===== src/rtl/booth_pkg.sv =====
// Shared constants, FSM state encoding and the id-width helper for booth_mul_arbiter.
package booth_pkg;

  localparam int MWL      = 8;
  localparam int PWL      = 2 * MWL;
  localparam int NREQ_DEF = 4;

  typedef enum logic [1:0] {
    IDLE = 2'd0,
    MUL  = 2'd1,
    MUL2 = 2'd2,
    RESP = 2'd3
  } state_t;

  // Width of a requester index; never narrower than one bit.
  function automatic int id_w(input int n);
    return (n > 1) ? $clog2(n) : 1;
  endfunction

endpackage


===== src/rtl/booth_mul.sv =====
// BoothMUL: combinational radix-4 Booth signed multiplier, MWL x MWL -> 2*MWL (MWL even).
module BoothMUL #(
  parameter int MWL = 8,
  parameter int PWL = 2 * MWL
) (
  input  logic signed [MWL-1:0] x,
  input  logic signed [MWL-1:0] y,
  output logic signed [PWL-1:0] p
);

  logic        [MWL:0]   ybits;
  logic        [2:0]     trip;
  logic signed [PWL-1:0] xe;
  logic signed [PWL-1:0] pp;
  logic signed [PWL-1:0] acc;

  always_comb begin
    ybits = {y, 1'b0};
    xe    = PWL'(x);
    trip  = '0;
    pp    = '0;
    acc   = '0;
    // Each overlapping bit triplet of y selects 0, +-x or +-2x as a partial product.
    for (int i = 0; i < MWL / 2; i++) begin
      trip = ybits[2*i +: 3];
      unique case (trip)
        3'b001, 3'b010: pp = xe;
        3'b011:         pp = xe <<< 1;
        3'b100:         pp = -(xe <<< 1);
        3'b101, 3'b110: pp = -xe;
        default:        pp = '0;
      endcase
      acc = acc + (pp <<< (2 * i));
    end
    p = acc;
  end

endmodule


===== src/rtl/rr_arbiter.sv =====
// rr_arbiter: combinational round-robin pick, first valid requester after last_grant (mod NREQ).
module rr_arbiter
  import booth_pkg::*;
#(
  parameter  int NREQ = NREQ_DEF,
  localparam int IDW  = id_w(NREQ)
) (
  input  logic [NREQ-1:0] valid,
  input  logic [IDW-1:0]  last_grant,
  output logic [NREQ-1:0] grant,
  output logic [IDW-1:0]  grant_id
);

  int   idx;
  logic found;

  always_comb begin
    // NOTE: every output gets a default before the loop so no path leaves it unassigned (no latch).
    grant    = '0;
    grant_id = '0;
    found    = 1'b0;
    idx      = 0;
    for (int k = 1; k <= NREQ; k++) begin
      idx = (int'(last_grant) + k) % NREQ;
      if (!found && valid[idx[IDW-1:0]]) begin
        found                = 1'b1;
        grant[idx[IDW-1:0]]  = 1'b1;
        grant_id             = idx[IDW-1:0];
      end
    end
  end

endmodule


===== src/rtl/booth_mul_arbiter.sv =====
// booth_mul_arbiter: round-robin sequencer sharing one BoothMUL among NREQ requesters.
// Define BOOTH_ARB_PIPE_EN to register the multiplier output in an extra MUL2 state.
module booth_mul_arbiter #(
  parameter  int NREQ = booth_pkg::NREQ_DEF,
  parameter  int MWL  = booth_pkg::MWL,
  parameter  int PWL  = booth_pkg::PWL,
  localparam int IDW  = booth_pkg::id_w(NREQ)
) (
  input  logic                 clk,
  input  logic                 rst_n,
  input  logic [NREQ-1:0]      req_valid,
  output logic [NREQ-1:0]      req_ready,
  input  logic [NREQ*MWL-1:0]  req_x,
  input  logic [NREQ*MWL-1:0]  req_y,
  output logic                 rsp_valid,
  input  logic                 rsp_ready,
  output logic [PWL-1:0]       rsp_p,
  output logic [IDW-1:0]       rsp_id,
  output logic                 busy
);

  booth_pkg::state_t     state;
  logic [IDW-1:0]        last_grant;
  logic [IDW-1:0]        grant_id;
  logic [NREQ-1:0]       grant;
  logic [IDW-1:0]        op_id;
  logic signed [MWL-1:0] op_x;
  logic signed [MWL-1:0] op_y;
  logic signed [PWL-1:0] prod;
`ifdef BOOTH_ARB_PIPE_EN
  logic signed [PWL-1:0] prod_q;
`endif

  rr_arbiter #(.NREQ(NREQ)) u_arb (
    .valid      (req_valid),
    .last_grant (last_grant),
    .grant      (grant),
    .grant_id   (grant_id)
  );

  BoothMUL #(.MWL(MWL), .PWL(PWL)) u_mul (
    .x (op_x),
    .y (op_y),
    .p (prod)
  );

  // Grant is offered only while arbitrating; it never depends on rsp_ready.
  assign req_ready = (state == booth_pkg::IDLE) ? grant : '0;

  always_ff @(posedge clk or negedge rst_n) begin
    if (!rst_n) begin
      state      <= booth_pkg::IDLE;
      last_grant <= IDW'(NREQ - 1);
      // NOTE: the operand/product registers are few and narrow, so they are reset with the
      // rest; this keeps rsp_p/rsp_id at known values after reset and any in-flight job is dropped.
      op_x       <= '0;
      op_y       <= '0;
      op_id      <= '0;
`ifdef BOOTH_ARB_PIPE_EN
      prod_q     <= '0;
`endif
      rsp_p      <= '0;
      rsp_id     <= '0;
      rsp_valid  <= 1'b0;
      busy       <= 1'b0;
    end else begin
      // NOTE: non-blocking assignments throughout, so every register samples pre-edge values.
      unique case (state)
        booth_pkg::IDLE: begin
          if (|req_valid) begin
            op_x       <= req_x[int'(grant_id) * MWL +: MWL];
            op_y       <= req_y[int'(grant_id) * MWL +: MWL];
            op_id      <= grant_id;
            last_grant <= grant_id;
            busy       <= 1'b1;
            state      <= booth_pkg::MUL;
          end
        end
        booth_pkg::MUL: begin
`ifdef BOOTH_ARB_PIPE_EN
          prod_q    <= prod;
          state     <= booth_pkg::MUL2;
`else
          rsp_p     <= prod;
          rsp_id    <= op_id;
          rsp_valid <= 1'b1;
          state     <= booth_pkg::RESP;
`endif
        end
`ifdef BOOTH_ARB_PIPE_EN
        booth_pkg::MUL2: begin
          rsp_p     <= prod_q;
          rsp_id    <= op_id;
          rsp_valid <= 1'b1;
          state     <= booth_pkg::RESP;
        end
`endif
        booth_pkg::RESP: begin
          if (rsp_ready) begin
            rsp_valid <= 1'b0;
            busy      <= 1'b0;
            state     <= booth_pkg::IDLE;
          end
        end
        default: begin
          rsp_valid <= 1'b0;
          busy      <= 1'b0;
          state     <= booth_pkg::IDLE;
        end
      endcase
    end
  end

endmodule


===== config.mk =====
export PLATFORM = sky130hd
export DESIGN_NAME = booth_mul_arbiter
export DESIGN_NICKNAME = d
export VERILOG_FILES = /design/src/rtl/booth_pkg.sv /design/src/rtl/booth_mul.sv /design/src/rtl/rr_arbiter.sv /design/src/rtl/booth_mul_arbiter.sv
export SDC_FILE = /design/constraint.sdc
export NUM_CORES = 1
export LEC_CHECK = 0
export CORE_MARGIN = 3
export CORE_UTILIZATION = 43
export CTS_BUF_LIST = sky130_fd_sc_hd__clkbuf_2
export DETAILED_ROUTE_END_ITERATION = 10
export PLACE_DENSITY = 0.7
export SETUP_SLACK_MARGIN = 0.4
export SYNTH_ARGS = -nofsm -noshare
export SYNTH_HDL_FRONTEND = slang
export SYNTH_SLANG_ARGS = --single-unit

===== constraint.sdc =====
create_clock -name clk -period 15 [get_ports clk]
set_input_delay 1.5 -clock clk [delete_from_list [all_inputs] [get_ports clk]]
set_output_delay 1.5 -clock clk [all_outputs]
set_load 0.03 [all_outputs]

==> out/results.ini <==
[sta]
hold_ws_ns = 0.512
skew_ns = 0.0345
final.min_clock_period_ns = 5.88
tightestPinTransition_ns = 0.951
fmax_mhz = 170
setup_violations = 0
setup_tns_final_ns = 0
rsz0062_at_grt = false
drv_slew = 0
finalCritPeriodShare_pct = 39.2
final_hold_viol_count = 0
maxSlewHeadroom_pct = 36.6
timing.final.ws_setup_ns = 9.12

[worst_setup_path]
timing.rr.end = rsp_p[15]
cp_data_arrival_time_ns = 4.38
critPathLaunch = req_valid[1]
crit_path_end_kind = primary output
start_kind = input pin
timing.reg2reg.setup_slack_ns = 9.57
worst_ep_required_time_ns = 13.50
reg2reg_from = op_x[1]
critical_path_start_end_classification = in -> out
crit_end = req_ready[0]
worst-r2r-cell-count = 19
critPathMaxFanout = 8

[grt]
track_usage_pct = 21.2
vias_in_the_first_global_route = 4782
grt.overflow.total = 0
global_route_wire_length_before_repair_um = 23400
largest_net_degree_at_the_start_of_global_routing = 43
antenna_found_initial = 0

[final_layout]
layout.nets = 826
insertedDiodeCount = 0
synthToLayoutAreaGrowth_pct = 17.7
drive_above_1_share_pct = 8.04
fin_area_um2 = 6230

[place]
portbufs = 94
detailedPlace.worstSlack_ns = 9.17
place_hpwl_um = 10700
gp_routability_congestion = 0.923
detailed_place.area_um2 = 6180

[synth]
yosysTopAreaCellShare_pct = 18.9
synth_ff_type = sky130_fd_sc_hd__dfrtp_1
post_synthesis_async_set_or_reset_flop_share_pct = 100
syn-num-nets = 770
yosysTopAreaCell = sky130_fd_sc_hd__dfrtp_1
seq_total_area_yosys_pct = 19.9
post_synth.cell_area_avg_um2 = 8.12
post_synth_edffs = 0
synth_warnings = 0
synth_cell_types = 71
ys_ff_latch = 42
mappedNetlistArea_um2 = 5290
synth_cells = 652
yosys-top-cells-area = sky130_fd_sc_hd__dfrtp_1, sky130_fd_sc_hd__fa_1, sky130_fd_sc_hd__mux2i_1

[floorplanning]
design.die.area_um2 = 13700
ioPinCount = 95
floorplan.die.width_um = 117
die_height_um = 117
floorplan.initialDensity_pct = 45.2
row_count = 39
coreArea_um2 = 11700

[routing]
detailed_route_iter0_violations = 408
routed_wire_length_per_instance_um = 16.2
viasPerCell = 5.77
detailroute.via_count = 4913
number_of_iterations_in_the_first_detailed_routing_pass = 5
route.final.wire_length_um = 13800
post-route-drc-count = 0
drt.antenna.violating_nets = 0

[cts]
cts_tree = built
cts_hold_repair.buffers = 0
cts_repair_resize_count = 0
tritoncts.num_buffers = 5
worstSkewPairLatency_ns = 0.46
cts_root_buffer = sky130_fd_sc_hd__clkbuf_2
post_cts_buffers = 0
cts.sinks = 42
clk_pin_slew_worst_paths_ns = 0.24
clk_path_buf_depth = 2
h_tree_levels = 2

[status]
run_status = complete, no violations

[min_path]
min-delay-path-class = reg -> reg

[run]
drv_cap = 0

==> cell usage in the layout (no fill, tap or decap), types with 4 or more instances in the layout <==
cell type                          n
sky130_fd_sc_hd__clkdlybuf4s50_1  93
sky130_fd_sc_hd__nand2_1          82
sky130_fd_sc_hd__o21ai_0          56
sky130_fd_sc_hd__a21oi_1          49
sky130_fd_sc_hd__inv_1            48
sky130_fd_sc_hd__mux2i_1          42
sky130_fd_sc_hd__dfrtp_1          40
sky130_fd_sc_hd__nor2_1           37
sky130_fd_sc_hd__ha_1             26
sky130_fd_sc_hd__mux2_2           25
sky130_fd_sc_hd__xnor2_1          23
sky130_fd_sc_hd__fa_1             21
sky130_fd_sc_hd__o21ai_1          17
sky130_fd_sc_hd__a221oi_1          9
sky130_fd_sc_hd__a31oi_1           9
sky130_fd_sc_hd__a21o_1            8
sky130_fd_sc_hd__a211oi_1          8
sky130_fd_sc_hd__xor2_1            7
sky130_fd_sc_hd__o22ai_1           6
sky130_fd_sc_hd__a221o_1           6
sky130_fd_sc_hd__nand2b_1          5
sky130_fd_sc_hd__nor3_1            5
sky130_fd_sc_hd__clkbuf_2          5
sky130_fd_sc_hd__nand3_1           4
sky130_fd_sc_hd__buf_4             4
==> stage by stage <==
stage | utilization [%] | instances
5_1_grt | 53.2 | 852
2_1_floorplan | - | 652
6_report | 53.2 | 852
3_3_place_gp | 52.8 | 844
4_1_cts | 53.2 | 852
3_5_place_dp | 52.8 | 844
==> registers in the layout (all words and copies together) (netlist names) <==
name,cells
op_id,2
op_x,8
rsp_p,16
rsp_id,2
rsp_valid,1
op_y,8
busy,1
state,2
last_grant,2
==> synth_stat cells (3+ instances only) <==
library cell and n:
sky130_fd_sc_hd__a211oi_1 8, sky130_fd_sc_hd__a21boi_0 3, sky130_fd_sc_hd__a21o_1 8, sky130_fd_sc_hd__a21oi_1 49
sky130_fd_sc_hd__a221o_1 6, sky130_fd_sc_hd__a221oi_1 9, sky130_fd_sc_hd__a31oi_1 9, sky130_fd_sc_hd__and2_1 3
sky130_fd_sc_hd__buf_2 8, sky130_fd_sc_hd__buf_6 6, sky130_fd_sc_hd__clkbuf_1 31, sky130_fd_sc_hd__dfrtp_1 40
sky130_fd_sc_hd__fa_1 21, sky130_fd_sc_hd__ha_1 26, sky130_fd_sc_hd__inv_1 48, sky130_fd_sc_hd__mux2_2 25
sky130_fd_sc_hd__mux2i_1 42, sky130_fd_sc_hd__nand2_1 82, sky130_fd_sc_hd__nand2b_1 5, sky130_fd_sc_hd__nand3_1 4
sky130_fd_sc_hd__nor2_1 37, sky130_fd_sc_hd__nor2b_1 3, sky130_fd_sc_hd__nor3_1 5, sky130_fd_sc_hd__nor3b_1 3
sky130_fd_sc_hd__o211ai_1 3, sky130_fd_sc_hd__o21ai_0 56, sky130_fd_sc_hd__o21ai_1 17, sky130_fd_sc_hd__o21bai_1 3
sky130_fd_sc_hd__o22ai_1 6, sky130_fd_sc_hd__o31ai_1 3, sky130_fd_sc_hd__or2_2 3, sky130_fd_sc_hd__or3_1 3
sky130_fd_sc_hd__xnor2_1 23, sky130_fd_sc_hd__xor2_1 7
==> per-layer routing <==
layer	track usage, %	vias to the layer above	wire length (um)
li1	-	2409	-
met3	4.16	16	1100
met2	34.5	212	6160
met5	0	-	0
met1	29.0	2276	6370
met4	5.20	0	209
==> final cells by class <==
type / instances / area (um2)
multi-input cells: 512 / 3800
clock inverters: 3 / 21.3
flip-flops and latches: 42 / 1050
repair buffers: 98 / 966
inverters: 49 / 184
well taps: 143 / 179
fillers: 1119 / 5480
clock buffers: 5 / 25.0
==> critical path, cell delays in order <==
cell and delay (ns):
sky130_fd_sc_hd__clkdlybuf4s50_1 0.54, sky130_fd_sc_hd__mux4_2 0.62, sky130_fd_sc_hd__a211oi_1 0.52, sky130_fd_sc_hd__a221o_1 0.23
sky130_fd_sc_hd__o21ai_0 0.09, sky130_fd_sc_hd__a21oi_1 0.18, sky130_fd_sc_hd__clkdlybuf4s50_1 0.71
==> worst min-delay path by stage <==
stage               cells past startpoint       from  slack, ns         to
floorplan                               1   op_id[0]       0.47  rsp_id[0]
global placement                        2  rsp_p[10]       0.46  rsp_p[10]
detailed placement                      2   rsp_p[7]       0.47   rsp_p[7]
CTS                                     2   rsp_p[7]       0.52   rsp_p[7]
global route                            1   rsp_p[4]       0.56   rsp_p[4]
finish                                  2   rsp_p[7]       0.51   rsp_p[7]
==> logic make-up after synthesis <==
| kind of cell | share of synthesized area (%) |
|---|---|
| fa+ha+maj | 14.1 |
| flops | 19.9 |
| compound gates | 23.4 |
| buf+inv | 8.32 |
| xor+xnor | 5.39 |
| mux | 14.7 |
| simple gates | 14.3 |
Power is left out: the tool's default activity adds up to more than one toggle a clock period on the data nets, which glitch-free logic cannot reach.
